`config.mk`:
```
export PLATFORM = sky130hd
export DESIGN_NAME = fetch_unit
export DESIGN_NICKNAME = d
export VERILOG_FILES = /design/src/rtl/fetch_pkg.sv /design/src/rtl/fetch_queue.sv /design/src/rtl/fetch_unit.sv
export SDC_FILE = /design/constraint.sdc
export NUM_CORES = 1
export LEC_CHECK = 0
export ABC_AREA = 1
export CORE_ASPECT_RATIO = 1.75
export CORE_MARGIN = 4
export CORE_UTILIZATION = 44
export CTS_CLUSTER_SIZE = 10
export DETAILED_ROUTE_END_ITERATION = 12
export GPL_TIMING_DRIVEN = 0
export MAX_ROUTING_LAYER = met4
export PLACE_DENSITY = 0.81
export SYNTH_ARGS = -nofsm -noshare
export SYNTH_HDL_FRONTEND = slang
export SYNTH_SLANG_ARGS = --single-unit
```
`constraint.sdc`:
```
create_clock -name clk -period 3.1 [get_ports clk]
set_clock_uncertainty 0.05 [all_clocks]
set_input_delay 0.465 -clock clk [delete_from_list [all_inputs] [get_ports clk]]
set_output_delay 0.465 -clock clk [all_outputs]
set_load 0.1 [all_outputs]
```
`src/rtl/fetch_pkg.sv`:
```
// Shared types and constants for the instruction fetch unit.
package fetch_pkg;

  localparam int unsigned DEFAULT_N = 32;
  localparam int unsigned DEFAULT_R = 7;

  localparam logic [31:0] HALT_INSTR = 32'hFFFF_FFFF;

  typedef enum logic {
    RUN  = 1'b0,
    HALT = 1'b1
  } fetch_state_e;

endpackage

```
`src/rtl/fetch_queue.sv`:
```
// DEPTH-entry synchronous FIFO holding {instr, pc} pairs, with a single-cycle flush.
module fetch_queue #(
  parameter int unsigned W     = 39,
  parameter int unsigned DEPTH = 2
) (
  input  logic         clk_i,
  input  logic         rst_i,
  input  logic         flush_i,
  input  logic         push_i,
  input  logic [W-1:0] wdata_i,
  input  logic         pop_i,
  output logic [W-1:0] rdata_o,
  output logic         empty_o,
  output logic         full_o
);

  localparam int unsigned AW = (DEPTH > 1) ? $clog2(DEPTH) : 1;
  localparam int unsigned CW = AW + 1;

  logic [W-1:0]  mem_q [DEPTH];
  logic [AW-1:0] wptr_q, wptr_d;
  logic [AW-1:0] rptr_q, rptr_d;
  logic [CW-1:0] count_q, count_d;
  logic          do_push, do_pop;

  assign empty_o = (count_q == '0);
  assign full_o  = (count_q == CW'(DEPTH));
  assign rdata_o = mem_q[rptr_q];

  // A push into a full queue is legal only when the head leaves on the same edge.
  assign do_push = push_i && (!full_o || pop_i);
  assign do_pop  = pop_i && !empty_o;

  always_comb begin
    wptr_d  = wptr_q;
    rptr_d  = rptr_q;
    count_d = count_q;
    if (do_push) wptr_d = wptr_q + AW'(1);
    if (do_pop)  rptr_d = rptr_q + AW'(1);
    if (do_push && !do_pop)      count_d = count_q + CW'(1);
    else if (!do_push && do_pop) count_d = count_q - CW'(1);
  end

  always_ff @(posedge clk_i) begin
    if (rst_i || flush_i) begin
      wptr_q  <= '0;
      rptr_q  <= '0;
      count_q <= '0;
    end else begin
      wptr_q  <= wptr_d;
      rptr_q  <= rptr_d;
      count_q <= count_d;
    end
  end

  always_ff @(posedge clk_i) begin
    if (do_push && !rst_i && !flush_i) mem_q[wptr_q] <= wdata_i;
  end

endmodule

```
`src/rtl/fetch_unit.sv`:
```
// Instruction fetch: PC register driving imem, fetch queue toward decode, redirect flush.
// Optional halt-on-HALT_INSTR behaviour is enabled by defining FETCH_HALT_EN.
module fetch_unit
  import fetch_pkg::*;
#(
  parameter int unsigned N        = DEFAULT_N,
  parameter int unsigned R        = DEFAULT_R,
  parameter int unsigned DEPTH    = 2,
  parameter int unsigned RESET_PC = 0
) (
  input  logic         clk,
  input  logic         reset,
  output logic [R-1:0] readAddr,
  input  logic [N-1:0] instr,
  input  logic         redirect_valid,
  input  logic [R-1:0] redirect_addr,
  output logic         out_valid,
  output logic [N-1:0] out_instr,
  output logic [R-1:0] out_pc,
  input  logic         out_ready,
  output logic         halted
);

  localparam int unsigned W = N + R;

  fetch_state_e state_q;
  logic [R-1:0] pc_q;
  logic         halted_q;
  logic         q_empty, q_full;
  logic         push, pop, halt_hit;
  logic [W-1:0] q_rdata;

  assign readAddr  = pc_q;
  assign out_valid = !q_empty;
  assign out_instr = q_rdata[W-1:R];
  assign out_pc    = q_rdata[R-1:0];
  assign halted    = halted_q;

  assign pop  = out_valid && out_ready;
  assign push = (state_q == RUN) && !redirect_valid && (!q_full || pop);

`ifdef FETCH_HALT_EN
  assign halt_hit = (instr == N'(HALT_INSTR));
`else
  assign halt_hit = 1'b0;
`endif

  fetch_queue #(
    .W     (W),
    .DEPTH (DEPTH)
  ) u_queue (
    .clk_i   (clk),
    .rst_i   (reset),
    .flush_i (redirect_valid),
    .push_i  (push),
    .wdata_i ({instr, pc_q}),
    .pop_i   (pop),
    .rdata_o (q_rdata),
    .empty_o (q_empty),
    .full_o  (q_full)
  );

  always_ff @(posedge clk) begin
    if (reset) begin
      pc_q     <= R'(RESET_PC);
      state_q  <= RUN;
      halted_q <= 1'b0;
    end else if (redirect_valid) begin
      pc_q     <= redirect_addr;
      state_q  <= RUN;
      halted_q <= 1'b0;
    end else if (push) begin
      // The halt word itself is enqueued; PC stays pointing at it.
      if (halt_hit) begin
        state_q  <= HALT;
        halted_q <= 1'b1;
      end else begin
        pc_q <= pc_q + R'(1);
      end
    end
  end

endmodule

```
==> impl_results.html, run 1 <==
<table>
<tr><th>Metric</th><th>Value</th></tr>
<tr><th colspan="2">Yosys</th></tr>
<tr><td>Post-synthesis compound-gate area fraction</td><td>3.59%</td></tr>
<tr><td>Per-instance average area after synthesis</td><td>16.0 µm²</td></tr>
<tr><td>Post-synthesis instance area</td><td>3590 µm²</td></tr>
<tr><td>Synth unique cells</td><td>27</td></tr>
<tr><td>Synth area leaders</td><td>sky130_fd_sc_hd__edfxtp_1, sky130_fd_sc_hd__mux2_2, sky130_fd_sc_hd__dfxtp_1</td></tr>
<tr><td>Xor/xnor cell area share of the yosys netlist</td><td>0.732%</td></tr>
<tr><td>Yosys top cell by area</td><td>sky130_fd_sc_hd__edfxtp_1</td></tr>
<tr><td>Share of synthesized area spent on multiplexers</td><td>13.3%</td></tr>
<tr><td>Share of the synthesized area in the top cell type</td><td>65.3%</td></tr>
<tr><td>Dominant combinational cell family by area after synthesis</td><td>multiplexers</td></tr>
<tr><td>#FFs+latches synth</td><td>90</td></tr>
<tr><td>Share of synthesized cell area in full adder, half adder and majority cells</td><td>0.698%</td></tr>
<tr><td>Ys Warns</td><td>0</td></tr>
<tr><td>Number of nets in the synthesized netlist</td><td>269</td></tr>
<tr><td>Cell count after synthesis</td><td>224</td></tr>
<tr><td>Post-synthesis sequential area ratio</td><td>72.0%</td></tr>
<tr><td>Synth Area in Simple Gates</td><td>6.56%</td></tr>
<tr><th colspan="2">Cells and area</th></tr>
<tr><td>Non-Filler Cell Area, Final</td><td>4920 µm²</td></tr>
<tr><td>Storage cell area</td><td>2580 µm²</td></tr>
<tr><td>Multi-input logic area</td><td>911 µm²</td></tr>
<tr><td>Number of diodes added for antenna fixing</td><td>0</td></tr>
<tr><td>Count of fill cells added during filler insertion</td><td>628</td></tr>
<tr><td>Post-layout net count</td><td>370</td></tr>
<tr><td>Fraction of final layout cells with drive strength greater than 1</td><td>23.3%</td></tr>
<tr><td>Area growth, synth to finish</td><td>37.2%</td></tr>
<tr><td>Leading cell types in the layout, fill and taps excluded</td><td>sky130_fd_sc_hd__clkdlybuf4s50_1, sky130_fd_sc_hd__edfxtp_1, sky130_fd_sc_hd__mux2_2</td></tr>
<tr><td>Most common cell after layout, fill and taps aside</td><td>sky130_fd_sc_hd__clkdlybuf4s50_1</td></tr>
<tr><th colspan="2">Power</th></tr>
<tr><td>Switching share of power</td><td>27.2%</td></tr>
<tr><td>Relative contribution of combinational cells to total power</td><td>18.2%</td></tr>
<tr><td>Peak supply drop</td><td>0.000375 V</td></tr>
<tr><td>Internal Dissipation</td><td>2150 µW</td></tr>
<tr><td>Power spent charging and discharging nets</td><td>800 µW</td></tr>
<tr><td>Pleak</td><td>0.00176 µW</td></tr>
<tr><td>Cell Pwr Density</td><td>598 nW/µm²</td></tr>
<tr><td>Clock share of power</td><td>34.7%</td></tr>
<tr><td>Proportion of power drawn by flip-flops and latches</td><td>47.2%</td></tr>
<tr><th colspan="2">Timing</th></tr>
<tr><td>Worst Slack Setup Final</td><td>0.245 ns</td></tr>
<tr><td>Rel. slew slack</td><td>32.6%</td></tr>
<tr><td>Highest clock rate</td><td>350 MHz</td></tr>
<tr><td>Time the final worst path needs with I/O delays and setup</td><td>2.85 ns</td></tr>
<tr><td>Final count of hold timing violations</td><td>0</td></tr>
<tr><td>Slew at the pin closest to its max-slew limit</td><td>1.01 ns</td></tr>
<tr><td>Final setup violating endpoints</td><td>0</td></tr>
<tr><td>Setup repair after global routing missed its margin</td><td>false</td></tr>
<tr><td>Fin. max-slew vios</td><td>0</td></tr>
<tr><td>Final worst-path cycle share</td><td>92.1%</td></tr>
<tr><th colspan="2">Clocking</th></tr>
<tr><td>Total of hold buffers inserted after clock tree synthesis</td><td>0</td></tr>
<tr><td>Max Root-Sink Buffers</td><td>2</td></tr>
<tr><td>Number of H-tree levels</td><td>3</td></tr>
<tr><td>Total setup buffers inserted after CTS</td><td>0</td></tr>
<tr><td>Resize count post-CTS</td><td>0</td></tr>
<tr><td>CTS Buf Count</td><td>9</td></tr>
<tr><td>Post-CTS clock slew at the launch and capture registers of the worst setup and hold paths</td><td>0.06 ns</td></tr>
<tr><td>Sink Count</td><td>90</td></tr>
<tr><td>Clock insertion delay at the later pin of the skew report</td><td>0.33 ns</td></tr>
<tr><td>Clock Tree Root</td><td>sky130_fd_sc_hd__clkbuf_16</td></tr>
<tr><td>TritonCTS clock tree</td><td>built</td></tr>
<tr><th colspan="2">Drt</th></tr>
<tr><td>DRT Wirelength</td><td>6.68 mm</td></tr>
<tr><td>Number of violations reported at the end of detailed-routing iteration 0</td><td>84</td></tr>
<tr><td>Total number of vias</td><td>2093</td></tr>
<tr><td>DR WL/cell</td><td>15.9 µm</td></tr>
<tr><td>Average via count per standard cell</td><td>4.98</td></tr>
<tr><td>Length of routed met2 wiring</td><td>3.84 mm</td></tr>
<tr><td>Routed wl met3</td><td>281 µm</td></tr>
<tr><td>Drt first pass iters</td><td>5</td></tr>
<tr><td>WL met1</td><td>2.43 mm</td></tr>
<tr><td>Final ANT Viol Nets</td><td>0</td></tr>
<tr><td>DRC violations left</td><td>0</td></tr>
<tr><td>Highest routed layer</td><td>met4</td></tr>
<tr><th colspan="2">Floorplan</th></tr>
<tr><td>Number of primary I/O pins</td><td>91</td></tr>
<tr><td>Total core area</td><td>7960 µm²</td></tr>
<tr><td>DIE AREA</td><td>9720 µm²</td></tr>
<tr><td>Starting density of the core</td><td>45.1%</td></tr>
<tr><td>Height of the chip</td><td>127 µm</td></tr>
<tr><td>DIE WIDTH</td><td>76.3 µm</td></tr>
<tr><td>Num rows</td><td>43</td></tr>
<tr><th colspan="2">Critical path</th></tr>
<tr><td>Worst flop-to-flop path endpoint</td><td>u_queue.mem_q[0][27]$_DFFE_PP_</td></tr>
<tr><td>Setup CP Type</td><td>reg -&gt; out</td></tr>
<tr><td>Launch instance of the worst register-to-register path</td><td>u_queue.count_q[1]$_SDFFE_PP0P_</td></tr>
<tr><td>R2R setup slack</td><td>1.28 ns</td></tr>
<tr><td>Destination of the critical timing path</td><td>out_instr[10]</td></tr>
<tr><td>Setup crit end kind</td><td>output pin</td></tr>
<tr><td>Arrival time of the worst setup path</td><td>2.34 ns</td></tr>
<tr><td>Critical path data required time</td><td>2.58 ns</td></tr>
<tr><td>Largest fanout on the critical path</td><td>10</td></tr>
<tr><td>Logic depth of the worst register-to-register path</td><td>8</td></tr>
<tr><td>CP Launch Type</td><td>flop</td></tr>
<tr><th colspan="2">Global route</th></tr>
<tr><td>Vias in the first global route</td><td>2197</td></tr>
<tr><td>Number of antenna violations at the first check in global routing</td><td>0</td></tr>
<tr><td>Wire length of the first global-routing pass</td><td>10.4 mm</td></tr>
<tr><td>Total GRT Usage</td><td>14.5%</td></tr>
<tr><td>Largest net degree at the start of global routing</td><td>30</td></tr>
<tr><td>Grt total ovfl</td><td>0</td></tr>
<tr><th colspan="2">Place</th></tr>
<tr><td>Number of buffers added on ports</td><td>88</td></tr>
<tr><td>Post-DP Area</td><td>4640 µm²</td></tr>
<tr><td>DP Worst Slack</td><td>0.571 ns</td></tr>
<tr><td>Sum of net half-perimeters after detailed placement</td><td>4.78 mm</td></tr>
<tr><td>Final RePlAce weighted congestion</td><td>0.781</td></tr>
<tr><th colspan="2">Status</th></tr>
<tr><td>Run status</td><td>finished clean</td></tr>
<tr><th colspan="2">Worst hold path</th></tr>
<tr><td>Startpoint of the lowest-slack hold path</td><td>redirect_valid</td></tr>
<tr><td>Type of the most critical hold path</td><td>in -&gt; reg</td></tr>
<tr><th colspan="2">Job</th></tr>
<tr><td>Number of maximum-capacitance constraint violations</td><td>0</td></tr>
</table>
registers in the layout, summed over array words and instances (netlist names), named ones only:
name	cells
readAddr	7
u_queue.rptr_q	1
u_queue.wptr_q	1
u_queue.count_q	2
u_queue.mem_q	78
area by class of cell:
cell class | instances | area share (%)
Timing Repair Buffer | 90 | 18.7
Clock buffer | 10 | 4.65
Clock inverter | 6 | 1.17
Multi-Input combinational cell | 115 | 18.5
Tap cell | 90 | 2.29
Sequential cell | 90 | 52.5
Buffer | 6 | 1.22
Inverter | 13 | 0.991
power groups by stage:
stage	Combinational (µW)	Sequential, µW	Clock (µW)
final	536	1390	1020
after global routing	557	1390	1100
after CTS	540	1390	1050
after detailed placement	539	1410	0
after global placement	524	1410	0
after floorplan	334	1460	0
cell families (layout without fill, tap and decap cells):
family / after synthesis / count (layout)
buffers and inverters: 19 / 125
XOR/XNOR: 3 / 3
multiplexers: 39 / 39
AO/OA/AOI/OAI: 20 / 20
other: 1 / 1
adder cells (fa/ha/maj): 2 / 2
AND/OR/NAND/NOR: 50 / 50
flip-flops: 90 / 90
cell usage after synthesis (all sizes together):
| master | count |
|---|---|
| nor3 | 1 |
| ha | 2 |
| dfxtp | 12 |
| nand3 | 8 |
| o21bai | 2 |
| edfxtp | 78 |
| o211ai | 1 |
| conb | 1 |
| a21oi | 8 |
| buf | 6 |
| o21ai | 8 |
| xnor2 | 1 |
| inv | 13 |
| nor2 | 11 |
| xor2 | 2 |
| nand2 | 30 |
| mux2 | 39 |
| o211a | 1 |
how the worst min path moves through the flow:
| stage | end | slack, ns | depth (start not counted) |
|---|---|---|---|
| after floorplan | flop | 0.40 | 2 |
| after global placement | u_queue.rptr_q$_SDFFE_PP0P_ | 0.41 | 2 |
| after detailed placement | u_queue.rptr_q$_SDFFE_PP0P_ | 0.42 | 2 |
| after CTS | readAddr[5]$_SDFFE_PP0P_ | 0.41 | 4 |
| after global routing | readAddr[5]$_SDFFE_PP0P_ | 0.43 | 4 |
| final | readAddr[5]$_SDFFE_PP0P_ | 0.43 | 4 |
per-stage QoR:
stage	std cells	hold WS [ns]	TNS [ns]	power, µW	util, %
after floorplan	224	0.397	0	1790	-
after global placement	402	0.408	-107.61	1940	57.5
after detailed placement	404	0.423	0	1950	58.2
after CTS	420	0.413	0	2980	61.8
after global routing	420	0.426	0	3050	61.8
final	420	0.426	0	2950	61.8
per-layer routing:
layer,up-vias,GRT usage [%]
met5,-,-
met1,995,14.0
met2,64,26.6
met4,0,7.15
met3,9,3.46
li1,1025,-
worst max-delay path, stage by stage (launching register included):
cell	delay [ns]
sky130_fd_sc_hd__dfxtp_1	0.36
sky130_fd_sc_hd__buf_6	0.18
sky130_fd_sc_hd__buf_8	0.17
sky130_fd_sc_hd__mux2_4	0.16
sky130_fd_sc_hd__clkdlybuf4s50_1	1.14
Power figures use the tool's default switching activity.
==> run 2, diff against run 1 <==
--- a/config.mk
+++ b/config.mk
@@ -6,9 +6,11 @@
 export NUM_CORES = 1
 export LEC_CHECK = 0
 export ABC_AREA = 1
+export CELL_PAD_IN_SITES_DETAIL_PLACEMENT = 1
+export CELL_PAD_IN_SITES_GLOBAL_PLACEMENT = 1
 export CORE_ASPECT_RATIO = 1.75
 export CORE_MARGIN = 4
-export CORE_UTILIZATION = 44
+export CORE_UTILIZATION = 36
 export CTS_CLUSTER_SIZE = 10
 export DETAILED_ROUTE_END_ITERATION = 12
 export GPL_TIMING_DRIVEN = 0
==> run 2 against run 1 <==
Against the previous run: worst setup slack improved by 0.0041 ns; global-route usage is 1.5 points lower; flip-flop and latch count did not move; critical path type unchanged.
==> impl_results.html, run 2 (synthesis results as in run 1) <==
<table>
<tr><th>Metric</th><th>Value</th></tr>
<tr><th colspan="2">Clocking</th></tr>
<tr><td>Total setup buffers inserted after CTS</td><td>0</td></tr>
<tr><td>TritonCTS clock tree</td><td>built</td></tr>
<tr><td>Total of hold buffers inserted after clock tree synthesis</td><td>0</td></tr>
<tr><td>Post-CTS clock slew at the launch and capture registers of the worst setup and hold paths</td><td>0.06 ns</td></tr>
<tr><td>Sink Count</td><td>90</td></tr>
<tr><td>Number of H-tree levels</td><td>3</td></tr>
<tr><td>Max Root-Sink Buffers</td><td>2</td></tr>
<tr><td>CTS Buf Count</td><td>9</td></tr>
<tr><td>Clock Tree Root</td><td>sky130_fd_sc_hd__clkbuf_16</td></tr>
<tr><td>Clock insertion delay at the later pin of the skew report</td><td>0.33 ns</td></tr>
<tr><td>Resize count post-CTS</td><td>0</td></tr>
<tr><th colspan="2">Timing</th></tr>
<tr><td>Fin. max-slew vios</td><td>0</td></tr>
<tr><td>Worst Slack Setup Final</td><td>0.249 ns</td></tr>
<tr><td>Final worst-path cycle share</td><td>92.0%</td></tr>
<tr><td>Rel. slew slack</td><td>31.5%</td></tr>
<tr><td>Final setup violating endpoints</td><td>0</td></tr>
<tr><td>Time the final worst path needs with I/O delays and setup</td><td>2.85 ns</td></tr>
<tr><td>Final count of hold timing violations</td><td>0</td></tr>
<tr><td>Highest clock rate</td><td>351 MHz</td></tr>
<tr><td>Slew at the pin closest to its max-slew limit</td><td>1.02 ns</td></tr>
<tr><td>Setup repair after global routing missed its margin</td><td>false</td></tr>
<tr><th colspan="2">Critical path</th></tr>
<tr><td>R2R setup slack</td><td>1.21 ns</td></tr>
<tr><td>Arrival time of the worst setup path</td><td>2.34 ns</td></tr>
<tr><td>Critical path data required time</td><td>2.58 ns</td></tr>
<tr><td>Destination of the critical timing path</td><td>out_instr[9]</td></tr>
<tr><td>Worst flop-to-flop path endpoint</td><td>u_queue.mem_q[0][14]$_DFFE_PP_</td></tr>
<tr><td>CP Launch Type</td><td>flop</td></tr>
<tr><td>Setup crit end kind</td><td>output pin</td></tr>
<tr><td>Logic depth of the worst register-to-register path</td><td>7</td></tr>
<tr><td>Launch instance of the worst register-to-register path</td><td>u_queue.count_q[0]$_SDFFE_PP0P_</td></tr>
<tr><td>Setup CP Type</td><td>reg -&gt; out</td></tr>
<tr><td>Largest fanout on the critical path</td><td>10</td></tr>
<tr><th colspan="2">Cells and area</th></tr>
<tr><td>Flip-flop count of the largest register after layout</td><td>78</td></tr>
<tr><td>Storage cell area</td><td>2580 µm²</td></tr>
<tr><td>Most common cell after layout, fill and taps aside</td><td>sky130_fd_sc_hd__clkdlybuf4s50_1</td></tr>
<tr><td>Post-layout net count</td><td>370</td></tr>
<tr><td>Count of fill cells added during filler insertion</td><td>974</td></tr>
<tr><td>Top register by number of flip-flops</td><td>u_queue.mem_q</td></tr>
<tr><td>Non-Filler Cell Area, Final</td><td>5020 µm²</td></tr>
<tr><td>Fraction of final layout cells with drive strength greater than 1</td><td>23.7%</td></tr>
<tr><td>Multi-input logic area</td><td>911 µm²</td></tr>
<tr><td>Number of standard cells in the final layout excluding fillers</td><td>454</td></tr>
<tr><td>Number of diodes added for antenna fixing</td><td>0</td></tr>
<tr><td>Leading cell types in the layout, fill and taps excluded</td><td>sky130_fd_sc_hd__clkdlybuf4s50_1, sky130_fd_sc_hd__edfxtp_1, sky130_fd_sc_hd__mux2_2</td></tr>
<tr><td>Area growth, synth to finish</td><td>39.9%</td></tr>
<tr><th colspan="2">Floorplan</th></tr>
<tr><td>Starting density of the core</td><td>36.6%</td></tr>
<tr><td>Number of primary I/O pins</td><td>91</td></tr>
<tr><td>Height of the chip</td><td>140 µm</td></tr>
<tr><td>DIE AREA</td><td>11700 µm²</td></tr>
<tr><td>DIE WIDTH</td><td>83.5 µm</td></tr>
<tr><td>Num rows</td><td>48</td></tr>
<tr><td>Total core area</td><td>9790 µm²</td></tr>
<tr><th colspan="2">Power</th></tr>
<tr><td>Peak supply drop</td><td>0.000281 V</td></tr>
<tr><td>Cell Pwr Density</td><td>627 nW/µm²</td></tr>
<tr><td>Pleak</td><td>0.00178 µW</td></tr>
<tr><th colspan="2">Drt</th></tr>
<tr><td>Drt first pass iters</td><td>4</td></tr>
<tr><td>DRT Wirelength</td><td>7.17 mm</td></tr>
<tr><td>Number of violations reported at the end of detailed-routing iteration 0</td><td>68</td></tr>
<tr><td>Total number of vias</td><td>2146</td></tr>
<tr><td>Average via count per standard cell</td><td>4.73</td></tr>
<tr><td>DRC violations left</td><td>0</td></tr>
<tr><td>Final ANT Viol Nets</td><td>0</td></tr>
<tr><td>DR WL/cell</td><td>15.8 µm</td></tr>
<tr><th colspan="2">Place</th></tr>
<tr><td>Number of buffers added on ports</td><td>88</td></tr>
<tr><td>Sum of net half-perimeters after detailed placement</td><td>5.42 mm</td></tr>
<tr><td>Final RePlAce weighted congestion</td><td>0.815</td></tr>
<tr><td>Post-DP Area</td><td>4680 µm²</td></tr>
<tr><td>DP Worst Slack</td><td>0.539 ns</td></tr>
<tr><td>Placed cell count</td><td>439</td></tr>
<tr><th colspan="2">Global route</th></tr>
<tr><td>Number of antenna violations at the first check in global routing</td><td>0</td></tr>
<tr><td>Grt total ovfl</td><td>0</td></tr>
<tr><td>Vias in the first global route</td><td>2317</td></tr>
<tr><td>Total GRT Usage</td><td>12.9%</td></tr>
<tr><td>Largest net degree at the start of global routing</td><td>27</td></tr>
<tr><td>Wire length of the first global-routing pass</td><td>11.3 mm</td></tr>
<tr><th colspan="2">Status</th></tr>
<tr><td>Run status</td><td>finished clean</td></tr>
<tr><th colspan="2">Worst hold path</th></tr>
<tr><td>Startpoint of the lowest-slack hold path</td><td>redirect_valid</td></tr>
<tr><td>Type of the most critical hold path</td><td>in -&gt; reg</td></tr>
<tr><th colspan="2">Job</th></tr>
<tr><td>Number of maximum-capacitance constraint violations</td><td>0</td></tr>
</table>
## run 2: cell count changes in the layout (fill, tap and decap cells not counted)
cell / before / now
sky130_fd_sc_hd__bufinv_16: 1 / 3
sky130_fd_sc_hd__clkbuf_1: 1 / 0
sky130_fd_sc_hd__clkinv_1: 1 / 0
sky130_fd_sc_hd__clkinv_2: 3 / 0
sky130_fd_sc_hd__clkinvlp_4: 0 / 1
sky130_fd_sc_hd__inv_6: 0 / 1
## run 2: stage by stage
step | total power, µW | setup TNS [ns] | hold slack, ns | utilization (%)
2_1_floorplan | 1790 | 0 | 0.397 | -
3_3_place_gp | 1940 | -109.22 | 0.407 | 47.2
3_5_place_dp | 1960 | 0 | 0.426 | 47.8
4_1_cts | 3180 | 0 | 0.413 | 51.3
5_1_grt | 3250 | 0 | 0.423 | 51.3
6_report | 3150 | 0 | 0.424 | 51.3
## run 2: report_power, final
group	total [µW]	switching (µW)	internal, µW
Sequential	1390	23.2	1370
Clock	1220	434	787
Combinational	537	376	161
Total	3150	833	2310
## run 2: per-layer routing
| metal | wire length (µm) | vias to the layer above | track usage [%] |
|---|---|---|---|
| met1 | 2570 | 1050 | 12.0 |
| li1 | - | 1013 | - |
| met5 | 0 | - | - |
| met2 | 4150 | 69 | 24.2 |
| met3 | 311 | 14 | 3.41 |
| met4 | 143 | 0 | 5.85 |
## run 2: worst max-delay path: stages (launching register included)
cell and delay (ns):
sky130_fd_sc_hd__dfxtp_1 0.36, sky130_fd_sc_hd__buf_6 0.17, sky130_fd_sc_hd__buf_8 0.17, sky130_fd_sc_hd__mux2_4 0.16, sky130_fd_sc_hd__clkdlybuf4s50_1 1.13
## run 2: worst min-delay path by stage
stage / endpoint / slack (ns) / cells past startpoint
floorplan: flop / 0.40 / 2
global placement: u_queue.rptr_q$_SDFFE_PP0P_ / 0.41 / 2
detailed placement: u_queue.rptr_q$_SDFFE_PP0P_ / 0.43 / 2
CTS: readAddr[0]$_SDFFE_PP0P_ / 0.41 / 4
global route: readAddr[0]$_SDFFE_PP0P_ / 0.42 / 4
finish: readAddr[0]$_SDFFE_PP0P_ / 0.42 / 4
## run 2: layout make-up
cell class | instances | area share [%]
clock buffers | 9 | 4.49
plain buffers | 6 | 1.20
repair buffers | 90 | 18.3
inverters | 13 | 0.972
multi-input cells | 115 | 18.1
flip-flops and latches | 90 | 51.4
well taps | 125 | 3.12
clock inverters | 6 | 2.29
